### src/rtl/cpu_pkg.sv
// Shared definitions for the 4-bit processor.
// Holds width defaults and the fetch state encoding used by debug/trace.
package cpu_pkg;

    localparam int DEF_ADDR_W   = 12;
    localparam int DEF_DATA_W   = 4;
    localparam int DEF_RESET_PC = 0;

    typedef enum logic [2:0] {
        FS_IDLE   = 3'd0,
        FS_HI_SEL = 3'd1,
        FS_HI_CAP = 3'd2,
        FS_LO_SEL = 3'd3,
        FS_LO_CAP = 3'd4,
        FS_VALID  = 3'd5
    } fetch_state_e;

endpackage

### src/rtl/program_counter.sv
// Program counter register: load beats increment, increment wraps.
// Synchronous active-high reset to RESET_PC.
module program_counter #(
    parameter int              ADDR_W   = 12,
    parameter logic [ADDR_W-1:0] RESET_PC = '0
) (
    input  logic              clock,
    input  logic              reset,
    input  logic              load,
    input  logic              incr,
    input  logic [ADDR_W-1:0] load_val,
    output logic [ADDR_W-1:0] pc
);

    localparam logic [ADDR_W-1:0] ONE = {{(ADDR_W-1){1'b0}}, 1'b1};

    logic [ADDR_W-1:0] pc_q;
    logic [ADDR_W-1:0] pc_d;

    // Next PC: jump target first, then wrapping increment, else hold
    always_comb begin
        pc_d = pc_q;
        if (load) begin
            pc_d = load_val;
        end else if (incr) begin
            pc_d = pc_q + ONE;
        end
    end

    // PC register
    always_ff @(posedge clock) begin
        if (reset) begin
            pc_q <= RESET_PC;
        end else begin
            pc_q <= pc_d;
        end
    end

    assign pc = pc_q;

endmodule

### src/rtl/fetch_unit.sv
// Instruction fetch: two-cycle nibble reads, opcode then operand,
// handed to the decoder over valid/ready. Jumps abort in-flight fetches.
module fetch_unit
    import cpu_pkg::*;
#(
    parameter int                ADDR_W   = DEF_ADDR_W,
    parameter int                DATA_W   = DEF_DATA_W,
    parameter logic [ADDR_W-1:0] RESET_PC = ADDR_W'(DEF_RESET_PC)
) (
    input  logic              clock,
    input  logic              reset,
    input  logic              run,
    input  logic              pc_load,
    input  logic [ADDR_W-1:0] pc_in,
    input  logic              instr_ready,
    output logic              instr_valid,
    output logic [DATA_W-1:0] opcode,
    output logic [DATA_W-1:0] operand,
    output logic [ADDR_W-1:0] instr_pc,
    output logic [ADDR_W-1:0] pc,
    output logic [ADDR_W-1:0] mem_address,
    output logic              mem_chips,
    output logic              mem_enableRW,
    input  logic [DATA_W-1:0] mem_data
);

    fetch_state_e      state_q, state_d;
    logic [DATA_W-1:0] opcode_q, opcode_d;
    logic [DATA_W-1:0] operand_q, operand_d;
    logic [ADDR_W-1:0] instr_pc_q, instr_pc_d;
    logic              pc_incr;

    program_counter #(
        .ADDR_W  (ADDR_W),
        .RESET_PC(RESET_PC)
    ) u_pc (
        .clock   (clock),
        .reset   (reset),
        .load    (pc_load),
        .incr    (pc_incr),
        .load_val(pc_in),
        .pc      (pc)
    );

    // State register
    always_ff @(posedge clock) begin
        if (reset) begin
            state_q <= FS_IDLE;
        end else begin
            state_q <= state_d;
        end
    end

    // Next state: a jump restarts the fetch from HI_SEL (or parks in IDLE)
    always_comb begin
        state_d = state_q;
        if (pc_load) begin
            state_d = run ? FS_HI_SEL : FS_IDLE;
        end else begin
            unique case (state_q)
                FS_IDLE:   state_d = run ? FS_HI_SEL : FS_IDLE;
                FS_HI_SEL: state_d = FS_HI_CAP;
                FS_HI_CAP: state_d = FS_LO_SEL;
                FS_LO_SEL: state_d = FS_LO_CAP;
                FS_LO_CAP: state_d = FS_VALID;
                FS_VALID: begin
                    if (instr_ready) begin
                        state_d = run ? FS_HI_SEL : FS_IDLE;
                    end
                end
                default:   state_d = FS_IDLE;
            endcase
        end
    end

    // Outputs decoded from the state register only
    always_comb begin
        instr_valid  = (state_q == FS_VALID);
        mem_chips    = (state_q == FS_HI_SEL) || (state_q == FS_LO_SEL);
        mem_enableRW = 1'b0;
    end

    // Capture nibbles at the end of each CAP cycle unless a jump aborts
    always_comb begin
        opcode_d   = opcode_q;
        operand_d  = operand_q;
        instr_pc_d = instr_pc_q;
        pc_incr    = 1'b0;
        if (!pc_load) begin
            if (state_q == FS_HI_CAP) begin
                opcode_d   = mem_data;
                instr_pc_d = pc;
                pc_incr    = 1'b1;
            end else if (state_q == FS_LO_CAP) begin
                operand_d  = mem_data;
                pc_incr    = 1'b1;
            end
        end
    end

    // Instruction register
    always_ff @(posedge clock) begin
        if (reset) begin
            opcode_q   <= '0;
            operand_q  <= '0;
            instr_pc_q <= '0;
        end else begin
            opcode_q   <= opcode_d;
            operand_q  <= operand_d;
            instr_pc_q <= instr_pc_d;
        end
    end

    assign opcode      = opcode_q;
    assign operand     = operand_q;
    assign instr_pc    = instr_pc_q;
    assign mem_address = pc;

endmodule

### config.mk
export PLATFORM = sky130hd
export DESIGN_NAME = fetch_unit
export DESIGN_NICKNAME = d
export VERILOG_FILES = /design/src/rtl/cpu_pkg.sv /design/src/rtl/program_counter.sv /design/src/rtl/fetch_unit.sv
export SDC_FILE = /design/constraint.sdc
export NUM_CORES = 1
export LEC_CHECK = 0
export CAP_MARGIN = 20
export CORE_MARGIN = 2
export CORE_UTILIZATION = 39
export DETAILED_ROUTE_END_ITERATION = 8
export PLACE_DENSITY = 0.79
export SKIP_CTS_REPAIR_TIMING = 1
export SLEW_MARGIN = 15
export SYNTH_ARGS = -nofsm -noshare
export SYNTH_HDL_FRONTEND = slang
export SYNTH_SLANG_ARGS = --single-unit
### constraint.sdc
create_clock -name clock -period 1.64 [get_ports clock]
set_input_delay 0.328 -clock clock [delete_from_list [all_inputs] [get_ports clock]]
set_output_delay 0.328 -clock clock [all_outputs]
set_load 0.05 [all_outputs]
Word level (Yosys, flattened, before mapping). Cells that the tools add are included.

Add/subtract/negate cells: 1. Equal/unequal tests: 6. Mux-type cells: 9. Bitwise gates (word level): 2. Reductions and logical operators: 5.

Operator list (count): $mux 12 (2); $pmux 3 s6 (1); $add 12x1->12 const B (1); $eq 3x2->1 const B (2); $eq 3x3->1 const B (2); $mux 3 (2); $mux 1 (4); $eq 3x1->1 const B (1); $logic_not 3->1 (1); $ne 3x3->1 const B (1); $reduce_and 3->1 (1); $not 1->1 (2); $reduce_and 2->1 (1); $reduce_bool 2->1 (1); $logic_or 1x1->1 (1).

Bits in registers: 35. Bits of input ports: 21. Output and inout port bits: 47. Word-level logic and storage cells: 28.

Logic depth before layout (Yosys ltp). Gate-level depths: netlist of the first run.

Depth after elaboration: 6. Gate-level depth with buffers: 6. Depth with buffers taken out: 5.

Hierarchy. A second synthesis of the first run with hierarchy kept.

Cells, all modules: 204. Area, all modules: 1734.2 um^2.

By module, submodules not included: fetch_unit (instances 1, cells each 122, area each 1048.5 um^2, sequential area each 460.4 um^2); program_counter (instances 1, cells each 82, area each 685.7 um^2, sequential area each 240.2 um^2).

Least setup slack after synthesis of the first run. OpenSTA, ideal clock, no wires.

Kind: flip-flop to flip-flop. Start point: reg u_pc.pc_q[0] (netlist: u_pc.pc[0]). End point: reg u_pc.pc_q[8] (netlist: u_pc.pc[8]). Setup time: 0.091 ns. Arrival: 2.126 ns. Required time: 1.549 ns. Path slack: -0.577 ns. Cell stages (with the launch flop): 6. Buffers on the path: 0. Clock period less this slack: 2.217 ns. Cells stage by stage: dfxtp_1 > ha_1 > nand3_1 > or2_2 > or4_1 > a311oi_1.

Cells in the longest elaborated chain, start to end: 3.

Ends and longest elaborated chain: start: declaration (RTL line program_counter.sv:17) `logic [ADDR_W-1:0] pc_q;`; start signal: assignment (RTL line program_counter.sv:35) `pc_q <= pc_d;`; $add 12x1->12 (RTL line program_counter.sv:26) `pc_d = pc_q + ONE;`; $mux 12 (RTL line program_counter.sv:25) `end else if (incr) begin`; $mux 12 (RTL line program_counter.sv:23) `if (load) begin`.

Every way passes these cells. The select of a mux whose other input is x is not followed. A chain may end at the register's enable or synchronous reset.

Final worst setup path of the first run.
Start point: reg state_q[1]. End point: reg u_pc.pc_q[10] (netlist: u_pc.pc[10]).

Cells in the longest elaborated chain, start to end: 5. Elaborated cells between the ends (all ways): 6. Classes of those cells: eq/ne: 2; mux: 3; reduce/logical: 1.

Ends and longest elaborated chain: start: declaration (RTL line fetch_unit.sv:27) `fetch_state_e state_q, state_d;`; start signal: assignment (RTL line fetch_unit.sv:50) `state_q <= state_d;`; $eq 3x3->1 (RTL line fetch_unit.sv:94) `end else if (state_q == FS_LO_CAP) begin`; $mux 1 (RTL line fetch_unit.sv:94); $mux 1 (*) (RTL line fetch_unit.sv:90) `if (state_q == FS_HI_CAP) begin`; $mux 1 (*) (RTL line fetch_unit.sv:89) `if (!pc_load) begin`; $reduce_bool 2->1 (no line) (*).

Mark *: on every way between the ends. The rest lies on a longest branch, timed or not.

==> metrics.cfg, run 1 <==
[power_and_ir_drop]
p_int_w = 0.001432
combPwrFrac_pct = 24.6
p_clk_share_pct = 31.0
peakVddDrop_v = 0.0004649
finalPower_w = 0.002032
p_leak_nw = 1.027
pwr_density_cell_nw_per_um2 = 759.5
p_sw_w = 0.0005993
seq_power_share_pct = 44.3
sw_frac_of_total_pct = 29.50

[worst_hold_path]
worstHoldPathCells = 2
hp-start = instr_pc[9]$_SDFFE_PP0P_
holdPathEnd = instr_pc[9]$_SDFFE_PP0P_
hold_class = reg2reg

[floorplan]
ios = 68
core_area_sq_um = 4086
die_h_microns = 69.64
rows = 23
initial_core_util_pct = 41.12
dieArea_sq_um = 4850
fp.dieW_microns = 69.64

[critical_path]
startpoint_type = flip-flop
cp.arrival_ps = 1820
critPathMaxStageDelay_ps = 480
r2r-end = u_pc.pc[10]$_SDFFE_PP0P_
cp_max_fo = 6
crit_chain = xnor2_2, or3_4, or4_1, a31oi_1
endpoint_kind = flip-flop
cp_slowest_cell = or4_1
worstSetupPathType = reg2reg
reg2reg_slack_ps = 30
ff2ff_path_depth = 4
critPathRequiredTime_ps = 1850
reg2reg_from = state_q[1]$_SDFFE_PP0P_

[synthesis]
ys_types = 41
synth_edf_count = 0
synthTopCellsByArea = dfxtp_1, nand2_1, buf_4
syn_nets = 232
yosysWarningCount = 0
ys_ff_latch = 35
synth-seq-area-share_pct = 41.70
postSynth.asyncResetShare_pct = 0
synth_flop_cell = dfxtp_1
avgSynthCellArea_sq_um = 8.002
synth_top_area_share_pct = 41.70
syn_inst = 210
synth_top_area_cell = dfxtp_1
synth_area_sq_um = 1680

[routing]
drt_first_pass_iters = 4
drc = 0
num_vias = 1715
drt_iter0_markers = 93
ant_nets = 0
wl_microns = 4541
wl_per_cell_microns = 13.76
vias_per_cell = 5.197

[cells_and_area]
antenna_cells = 0
syn_to_final_growth_pct = 59.20
final_cell_mix = buf_4, nand2_1, dfxtp_1
nNetsFinal = 301
layout_commonest_cell = buf_4
utilization_pct = 65.46
drive_gt1_share_pct = 33.21
design_area_sq_um = 2675

[timing]
finalHoldViolCount = 0
finalSetupViolations = 0
whs_ps = 455.7
timing.final.crit_share_pct = 98.07
fin_skew_ps = 8.061
rsz0062_at_grt = true
fin_crit_ps = 1608
slew_violations = 0
max_freq_mhz = 621.8

[clock_tree]
htree_levels = 2
numCtsBuffers = 5
cts.sinks = 35
ctsLongestPathBuffers = 2
clk_pin_slew_ps = 70
clkLatencyLatePin_ps = 280
cts_root_buffer = clkbuf_8
cts_tree = done

[grt]
grt_max_degree = 37
track_usage_pct = 18.91
grt_pass1_wl_microns = 7472
grt_pass1_vias = 1610
antenna_found_initial = 0
grt-ovfl-total = 0

[place]
portBuffers = 66
dp_hpwl_microns = 3343
dpl_cell_area_sq_um = 2564
gp_congestion = 0.7688

[run]
drv_cap = 0

[run_status]
status = finished clean

-- stage by stage --
step	cells	worst slack, ps	setup TNS (ps)
3_5_place_dp	322	-268.0	-2661
2_1_floorplan	210	-88.27	-112.3
5_1_grt	330	-16.53	-16.53
3_3_place_gp	322	-245.1	-1700
4_1_cts	330	-11.55	-11.55
6_report	330	31.66	0
-- worst max-delay path by stage --
| stage | from | to | slack (ps) | cells past startpoint |
|---|---|---|---|---|
| after global placement | pc_load | u_pc.pc[10]$_SDFFE_PP0P_ | -250 | 4 |
| after CTS | state_q[1]$_SDFFE_PP0P_ | u_pc.pc[10]$_SDFFE_PP0P_ | -10 | 4 |
| after floorplan | u_pc.pc[1]$_SDFFE_PP0P_ | u_pc.pc[8]$_SDFFE_PP0P_ | -90 | 5 |
| after detailed placement | pc_load | u_pc.pc[10]$_SDFFE_PP0P_ | -270 | 4 |
| final | state_q[1]$_SDFFE_PP0P_ | u_pc.pc[10]$_SDFFE_PP0P_ | 30 | 4 |
| after global routing | state_q[1]$_SDFFE_PP0P_ | u_pc.pc[10]$_SDFFE_PP0P_ | -20 | 4 |
-- cell families (layout without fill, tap and decap cells) --
kind of cell / Yosys count / after routing / synth area share (%)
and+or+nand+nor: 86 / 86 / 24.80
xor gates and xnor gates: 6 / 6 / 3.127
DFF: 35 / 35 / 41.70
buffers and inverters: 34 / 104 / 11.24
muxes: 4 / 4 / 2.383
adders and majority gates: 1 / 1 / 0.7445
other: 1 / 1 / 0.2232
AOI/OAI and AO/OA: 43 / 43 / 15.79
-- cell usage after synthesis (all sizes together), types with 4 or more instances --
master / count
nand3: 4
dfxtp: 35
buf: 18
nor2: 14
a21oi: 20
clkbuf: 8
mux2i: 4
xnor2: 6
a31oi: 7
inv: 8
nand2: 40
nand4: 4
-- power groups by stage --
stage / Sequential [W] / Combinational, W / Clock, W
after CTS: 0.000900 / 0.000500 / 0.000645
after global routing: 0.000903 / 0.000523 / 0.000683
final: 0.000900 / 0.000501 / 0.000631
after detailed placement: 0.000919 / 0.000498 / 0
after global placement: 0.000918 / 0.000492 / 0
after floorplan: 0.000998 / 0.000200 / 0
-- critical path, delay by kind of cell, from the launching register on --
family / cells / cell delay (ps)
XOR/XNOR: 1 / 180
AND/OR/NAND/NOR: 2 / 860
AO/OA/AOI/OAI: 1 / 170
flip-flops: 1 / 340
-- cell type report --
| class | count | area [sq um] |
|---|---|---|
| sequential | 35 | 719.4 |
| clock buffer | 7 | 86.33 |
| tap | 50 | 62.56 |
| fill | 344 | 1411 |
| multi-input combinational | 141 | 835.8 |
| inverter | 8 | 30.03 |
| clock inverter | 1 | 5.005 |
| timing repair buffer | 88 | 935.9 |
-- routing by layer --
| metal | global-route usage (%) | vias up | routed length (microns) |
|---|---|---|---|
| li1 | - | 844 | - |
| met1 | 23.61 | 813 | 2011 |
| met2 | 30.24 | 52 | 2182 |
| met3 | 5.378 | 6 | 278 |
| met4 | 8.547 | 0 | 69 |
| met5 | 0 | - | 0 |
-- state kept, by name, summed over array words and instances (netlist names) --
signal    flops
instr_pc     12
u_pc.pc      12
opcode        4
operand       4
state_q       3
Power figures use the tool's default switching activity.
==> run 2, diff against run 1 <==
Settings changed: GPL_TIMING_DRIVEN set to 0, SETUP_SLACK_MARGIN set to 0.15.
==> metrics.cfg, run 2 (synthesized netlist as in run 1, its figures left out) <==
[floorplan]
ios = 68
rows = 23
die_h_microns = 69.64
initial_core_util_pct = 41.12
fp.dieW_microns = 69.64
dieArea_sq_um = 4850
core_area_sq_um = 4086

[place]
dpl_worst_slack_ps = -677.2
gp_congestion = 0.7915
portBuffers = 65
dp_hpwl_microns = 3362

[cells_and_area]
antenna_cells = 0
final_cell_mix = nand2_1, dlymetal6s2s_1, dfxtp_1
fill_cells = 332
area.sequential_sq_um = 724.4
nNetsFinal = 313
multi_input_area_sq_um = 897.1
utilization_pct = 66.90
drive_gt1_share_pct = 29.11
layout_commonest_cell = nand2_1
syn_to_final_growth_pct = 62.70

[critical_path]
startpoint_type = flip-flop
critPathRequiredTime_ps = 1850
cp_slowest_cell = or4_1
ff2ff_path_depth = 6
cp.arrival_ps = 1960
reg2reg_from = state_q[1]$_SDFFE_PP0P_
crit_chain = buf_6, xnor2_4, or2_1, buf_6, or4_1, a311oi_1
crit_family = simple AND/OR/NAND/NOR gates
cp_common_cell = buf_6
r2r-end = u_pc.pc[8]$_SDFFE_PP0P_
endpoint_kind = flip-flop
crit_buf_inv = 2
reg2reg_slack_ps = -120
cp_max_fo = 7
endpoint = u_pc.pc[8]$_SDFFE_PP0P_
worstSetupPathType = reg2reg
critPathMaxStageDelay_ps = 460
cp-startpoint = state_q[1]$_SDFFE_PP0P_
path_depth = 6

[grt]
grt_pass1_wl_microns = 7479
track_usage_pct = 19.26
grt_max_degree = 13
antenna_found_initial = 0
grt-ovfl-total = 0
grt_pass1_vias = 1591

[timing]
finalWorstSetupSlack_ps = -115.0
tightest_slew_ps = 520.0
fin_skew_ps = 8.014
finalSetupViolations = 2
slew_violations = 0
finalHoldViolCount = 0
max_freq_mhz = 569.8
fin_crit_ps = 1755
slew_headroom_pct = 65.28
timing.final.crit_share_pct = 107.0
rsz0062_at_grt = true

[clock_tree]
numCtsBuffers = 5
cts.sinks = 35
cts_tree = done
cts_root_buffer = clkbuf_8
clkLatencyLatePin_ps = 300
clk_pin_slew_ps = 80
ctsLongestPathBuffers = 2
htree_levels = 2

[power_and_ir_drop]
peakVddDrop_v = 0.0005447
pwr_density_cell_nw_per_um2 = 782.5
p_leak_nw = 1.441

[run_status]
violations = negative setup slack
status = complete, but fails checks

[worst_hold_path]
hold_class = reg2reg

[routing]
drc = 0
wl_microns = 4946
drt_iter0_markers = 71
drt_first_pass_iters = 5
vias_per_cell = 5.190
wl_per_cell_microns = 14.46
ant_nets = 0
num_vias = 1775

[run]
drv_cap = 0

[run 2: worst min-delay path by stage]
stage	depth (start not counted)	slack (ps)	startpoint	end
6_report	2	450	instr_pc[3]$_SDFFE_PP0P_	instr_pc[3]$_SDFFE_PP0P_
5_1_grt	2	470	instr_pc[5]$_SDFFE_PP0P_	instr_pc[5]$_SDFFE_PP0P_
3_5_place_dp	2	450	instr_pc[3]$_SDFFE_PP0P_	instr_pc[3]$_SDFFE_PP0P_
3_3_place_gp	2	440	instr_pc[11]$_SDFFE_PP0P_	instr_pc[11]$_SDFFE_PP0P_
4_1_cts	2	460	instr_pc[8]$_SDFFE_PP0P_	instr_pc[8]$_SDFFE_PP0P_
2_1_floorplan	2	460	mem_data[0]	opcode[0]$_SDFFE_PP0P_
[run 2: stage by stage]
stage	hold WS, ps	TNS, ps	cell area, sq um	instances	total power, W
floorplan	464.0	-55.51	1749	210	0.001202
global placement	442.4	-15330	2462	325	0.001357
detailed placement	448.2	-15990	2462	325	0.001361
CTS	459.1	-15520	2575	333	0.002135
global route	468.0	-322.9	2734	342	0.002211
finish	452.6	-188.7	2734	342	0.002139
[run 2: layout make-up]
cell class | instances | area share, %
flip-flops and latches | 35 | 26.50
plain buffers | 26 | 7.048
inverters | 8 | 1.190
multi-input cells | 141 | 32.81
repair buffers | 74 | 26.04
clock inverters | 3 | 1.602
clock buffers | 5 | 2.517
well taps | 50 | 2.288
[run 2: power by group]
part | internal [W] | leakage [nW] | switching [W] | total, W
sequential | 0.000875 | 0.290 | 0.0000397 | 0.000915
combinational | 0.000169 | 1.09 | 0.000270 | 0.000439
clock | 0.000452 | 0.0581 | 0.000334 | 0.000786
[run 2: routing by layer]
layer  wire, microns  vias up  share of wire, %  track usage [%]
li1                -      869                 -                -
met5               0        -                 0                0
met3             271       10               5.5            5.087
met1            2191      833                44            23.77
met4              91        0               1.8            6.410
met2            2392       63                48            32.59
[run 2: worst reg2reg max path, cell delays in order, from the launching register on]
cell      delay [ps]
dfxtp_2          320
buf_6            130
xnor2_4          160
or2_1            230
buf_6            140
or4_1            460
a311oi_1         240
==> RTL change 1 (settings of run 1) <==
Re-encode `fetch_state_e` (6 states) as one-hot, 6 bits wide.
--- a/src/rtl/cpu_pkg.sv
+++ b/src/rtl/cpu_pkg.sv
@@ -7,11 +7,11 @@
     localparam int DEF_RESET_PC = 0;
 
-    typedef enum logic [2:0] {
-        FS_IDLE   = 3'd0,
-        FS_HI_SEL = 3'd1,
-        FS_HI_CAP = 3'd2,
-        FS_LO_SEL = 3'd3,
-        FS_LO_CAP = 3'd4,
-        FS_VALID  = 3'd5
+    typedef enum logic [5:0] {
+        FS_IDLE   = 6'b000001,
+        FS_HI_SEL = 6'b000010,
+        FS_HI_CAP = 6'b000100,
+        FS_LO_SEL = 6'b001000,
+        FS_LO_CAP = 6'b010000,
+        FS_VALID  = 6'b100000
     } fetch_state_e;
 
Check against the original RTL: same outputs for any inputs over 10 cycles, from zero or initial values and one cycle with reset high; not proved beyond that.
==> RTL change 1 against run 1 <==
  * Wire length increased by 6.0%
  * First-iteration DRC count decreased by 16%
  * Total power up 15%
  * Setup slack got worse by 0.29 ns
  * Sequential cell count is 3 higher
  * Design area rose by 11%
  * The flow now finishes with violations (setup timing)
  * Die area rose by 12%
  * Synthesized area is 12% higher
==> RTL change 1: results (changes against run 1) <==
[status]
status = finished, violations left
violations = setup timing

[critical_path]
crit_fanout = 3  ; -3
cp_data_arrival_time_ns = 1.57  ; -0.25 ns
crit_path_end = instr_valid
r2r_end = u_pc.pc[9]
rrSetupSlack_ns = -0.10  ; -0.13 ns

[routing]
vias = 1755  ; +2.3%
drt_iter0_drc = 78  ; -16%
wl_met3_um = 224  ; -19%
wl_met1_um = 2070  ; +3.1%
wl_met2_um = 2440  ; +12%

[global_route]
grt_use_met3_pct = 5.21  ; -0.17 points
grt_pass1_vias = 1734  ; +7.7%
grt_use_met1_pct = 23.6  ; about the same
track_usage_pct = 18.9  ; about the same
grt_max_degree = 26  ; -30%
use_met2_pct = 30.3  ; about the same

[power_and_ir_drop]
peakVddDrop_mv = 0.654  ; +41%
p_clk_mw = 0.784  ; +24%
p_seq_mw = 1.00  ; +11%
p_leak_nw = 1.34  ; +31%
p_per_area_mw_per_mm2 = 790  ; +4.0%

[finish]
fillers = 389  ; +13%
bufAreaShareNonClock_pct = 32.7  ; -2.3 points
nClkBuffers = 5  ; -2
seq_area_um2 = 774  ; +7.7%
drive_above_1_share_pct = 38.4  ; +5.1 points
n_all_buffers = 92  ; +4.5%
clock_area_share_pct = 3.67  ; +0.26 points
num-multi-input-gates = 137  ; -2.8%

[sta]
setup_tns_ns = -0.907  ; -0.907 ns
setup_viol = 10  ; +10
setup_ws_ns = -0.253  ; -0.285 ns
skew_ns = 0.00613  ; -0.00193 ns

[min_path]
hold_start = instr_pc[6]

[placement]
preCtsSetupSlack_ns = -0.110  ; +0.158 ns
gp_congestion = 0.828  ; +7.7%
dp_hpwl_um = 3620  ; +8.4%

[logic_synthesis]
yosys.cell_types.count = 39  ; -4.9%
synth_fa_ha_area_share_pct = 0.663  ; -0.082 points
synth_area_leaders = dfxtp_1 40%, mux2i_1 12%, nor2_1 7.0%, buf_4 5.2%, xnor2_1 3.7%
muxShareOfSynthArea_pct = 12.2  ; +9.8 points
synthTopCellsByCount = 38 x dfxtp_1, 35 x nor2_1, 23 x mux2i_1
synth_xor_area_share_pct = 5.04  ; +1.9 points

[clock_tree]
clock_sinks = 38  ; +8.6%

-- RTL change 1: changes by cell type in the layout (fill, tap and decap cells not counted), sizes merged, moves of 6 or more --
cell	before	now
a21oi	20	1
mux2i	4	23
a31oi	7	0
nor4	1	8
a211oi	2	8
nor2	14	35
nand2	40	10
-- RTL change 1: stage by stage --
step           instances  cell area (µm²)
2_1_floorplan        207             1980
3_3_place_gp         322             2810
3_5_place_dp         322             2810
4_1_cts              330             2910
5_1_grt              333             2970
6_report             333             2970
-- RTL change 1: critical path, cell delays in order, from the launching register on --
cell     delay (ns)
dfxtp_2        0.33
or4_4          0.55
nor3b_4        0.22
buf_12         0.16
-- RTL change 1: worst min path at each step --
stage                              to  slack, ns
after floorplan            state_q[0]       0.47
after global placement     operand[0]       0.48
after detailed placement  instr_pc[0]       0.49
after CTS                  operand[0]       0.51
after global routing      instr_pc[8]       0.54
final                     instr_pc[6]       0.50
==> RTL change 2 (settings of run 1) <==
Without the edit above. Set the package constant `DEF_DATA_W` to 3 (it was 4).
--- a/src/rtl/cpu_pkg.sv
+++ b/src/rtl/cpu_pkg.sv
@@ -4,5 +4,5 @@
 
     localparam int DEF_ADDR_W   = 12;
-    localparam int DEF_DATA_W   = 4;
+    localparam int DEF_DATA_W   = 3;
     localparam int DEF_RESET_PC = 0;
 
Interface: changed (resized mem_data, opcode and operand); port bits go from 68 to 65. No check against the original RTL was run, so the function may have changed too.
==> RTL change 2 against run 1 <==
  * Sequential cell count down 2
  * Total power rose by 6.8%
  * First-iteration DRC count grew 12%
  * Sequential power down 3.6%
  * Clock skew decreased by 0.0034 ns
  * Die area is 1.8% lower
  * Setup slack better by 0.058 ns
  * Design area fell by 5.3%
  * Wire length down 8.7%
  * Synthesized area fell by 1.9%
  * Utilization down 2.6 points
  * Global-route usage decreased by 1.3 points
  * Critical endpoint is now instr_valid
==> RTL change 2: results (changes against run 1) <==
[finish]
fin_nets = 279  ; -7.3%
fillers = 330  ; -4.1%
fin_cells = 309  ; -6.4%
drive_above_1_share_pct = 35.9  ; +2.7 points

[global_route]
grt_max_degree = 23  ; -38%
grt_use_met3_pct = 4.68  ; -0.70 points
track_usage_pct = 17.6  ; -1.3 points
grt_pass1_wl_um = 6810  ; -8.9%
grt_use_met1_pct = 20.8  ; -2.9 points
use_met2_pct = 29.6  ; -0.64 points
grt_pass1_vias = 1462  ; -9.2%

[placement]
place_area_mm2 = 0.00241  ; -6.1%
dp_hpwl_um = 3080  ; -7.9%
dp.cells = 301  ; -6.5%
preCtsSetupSlack_ns = -0.0679  ; +0.200 ns
port-buffer-count = 63  ; -4.5%
gp_congestion = 0.824  ; +7.2%

[critical_path]
rr_startpoint = u_pc.pc[3]
crit_start = state_q[2]
cp_data_arrival_time_ns = 1.22  ; -0.60 ns

[routing]
wl_met1_um = 1830  ; -9.2%
wire_per_inst_um = 13.4  ; -2.5%
viasPerCell = 5.03  ; -3.3%
wl_met2_um = 1990  ; -8.7%
wl_met3_um = 245  ; -12%

[power_and_ir_drop]
pwr-share-seq_pct = 40.0  ; -4.3 points
intPower_mw = 1.55  ; +8.1%
clkPwrFrac_pct = 36.6  ; +5.6 points
p_leak_nw = 0.949  ; -7.6%

[logic_synthesis]
synth_area_per_cell_um2 = 8.46  ; +5.7%
syn_nets = 216  ; -6.9%
synthTopCellsByCount = 39 x nand2_1, 33 x dfxtp_1, 19 x a21oi_1
ys_seq_area_share_pct = 40.1  ; -1.6 points

[clock_tree]
clock_latency_ns = 0.29

[sta]
skew_ns = 0.00471  ; -0.00335 ns
period_minus_slack_ns = 1.55  ; -0.0581 ns

[status]
status = finished clean

[RTL change 2: changes by cell type after synthesis, sizes merged, moves of 4 or more]
| cell | change |
|---|---|
| a211oi | +6 |
| nor4 | +4 |
| a31oi | -6 |
| inv | -4 |
| xnor2 | +5 |
[RTL change 2: power groups by stage]
stage	Sequential, mW	Clock, mW	Combinational, mW
floorplan	0.960	0	0.219
CTS	0.866	0.813	0.509
global route	0.871	0.848	0.531
global placement	0.883	0	0.504
detailed placement	0.885	0	0.508
finish	0.868	0.795	0.508
[RTL change 2: how the worst min path moves through the flow]
| stage | start | end | slack, ns | cells past startpoint |
|---|---|---|---|---|
| after CTS | instr_pc[2] | instr_pc[2] | 0.46 | 2 |
| after detailed placement | instr_pc[2] | instr_pc[2] | 0.45 | 2 |
| after floorplan | mem_data[0] | opcode[0] | 0.46 | 2 |
| after global placement | instr_pc[4] | instr_pc[4] | 0.44 | 2 |
| final | instr_pc[2] | instr_pc[2] | 0.46 | 2 |
| after global routing | instr_pc[2] | instr_pc[2] | 0.48 | 2 |
[RTL change 2: cells by family (layout without fill, tap and decap cells)]
family	Yosys count	in the layout	synth area share, %
AO/OA/AOI/OAI	41	41	16.8
flip-flops	33	33	40.1
adder cells (fa/ha/maj)	1	1	0.759
AND/OR/NAND/NOR	76	76	22.8
XOR/XNOR	11	11	6.98
buffers and inverters	29	93	10.5
other	1	1	0.227
multiplexers	3	3	1.82
[RTL change 2: cell type report]
class	count	area, µm²	area share, %
timing repair buffer	81	843	33.3
multi-input combinational	133	821	32.4
sequential	33	674	26.6
clock buffer	7	86.3	3.41
tap	50	62.6	2.47
clock inverter	1	30.0	1.19
inverter	4	15.0	0.593
[RTL change 2: tightest hold or removal path: cells and delay by family (launching register included)]
kind            cells  cell delay (ns)
flops               1             0.31
simple gates        1             0.05
compound gates      1             0.05
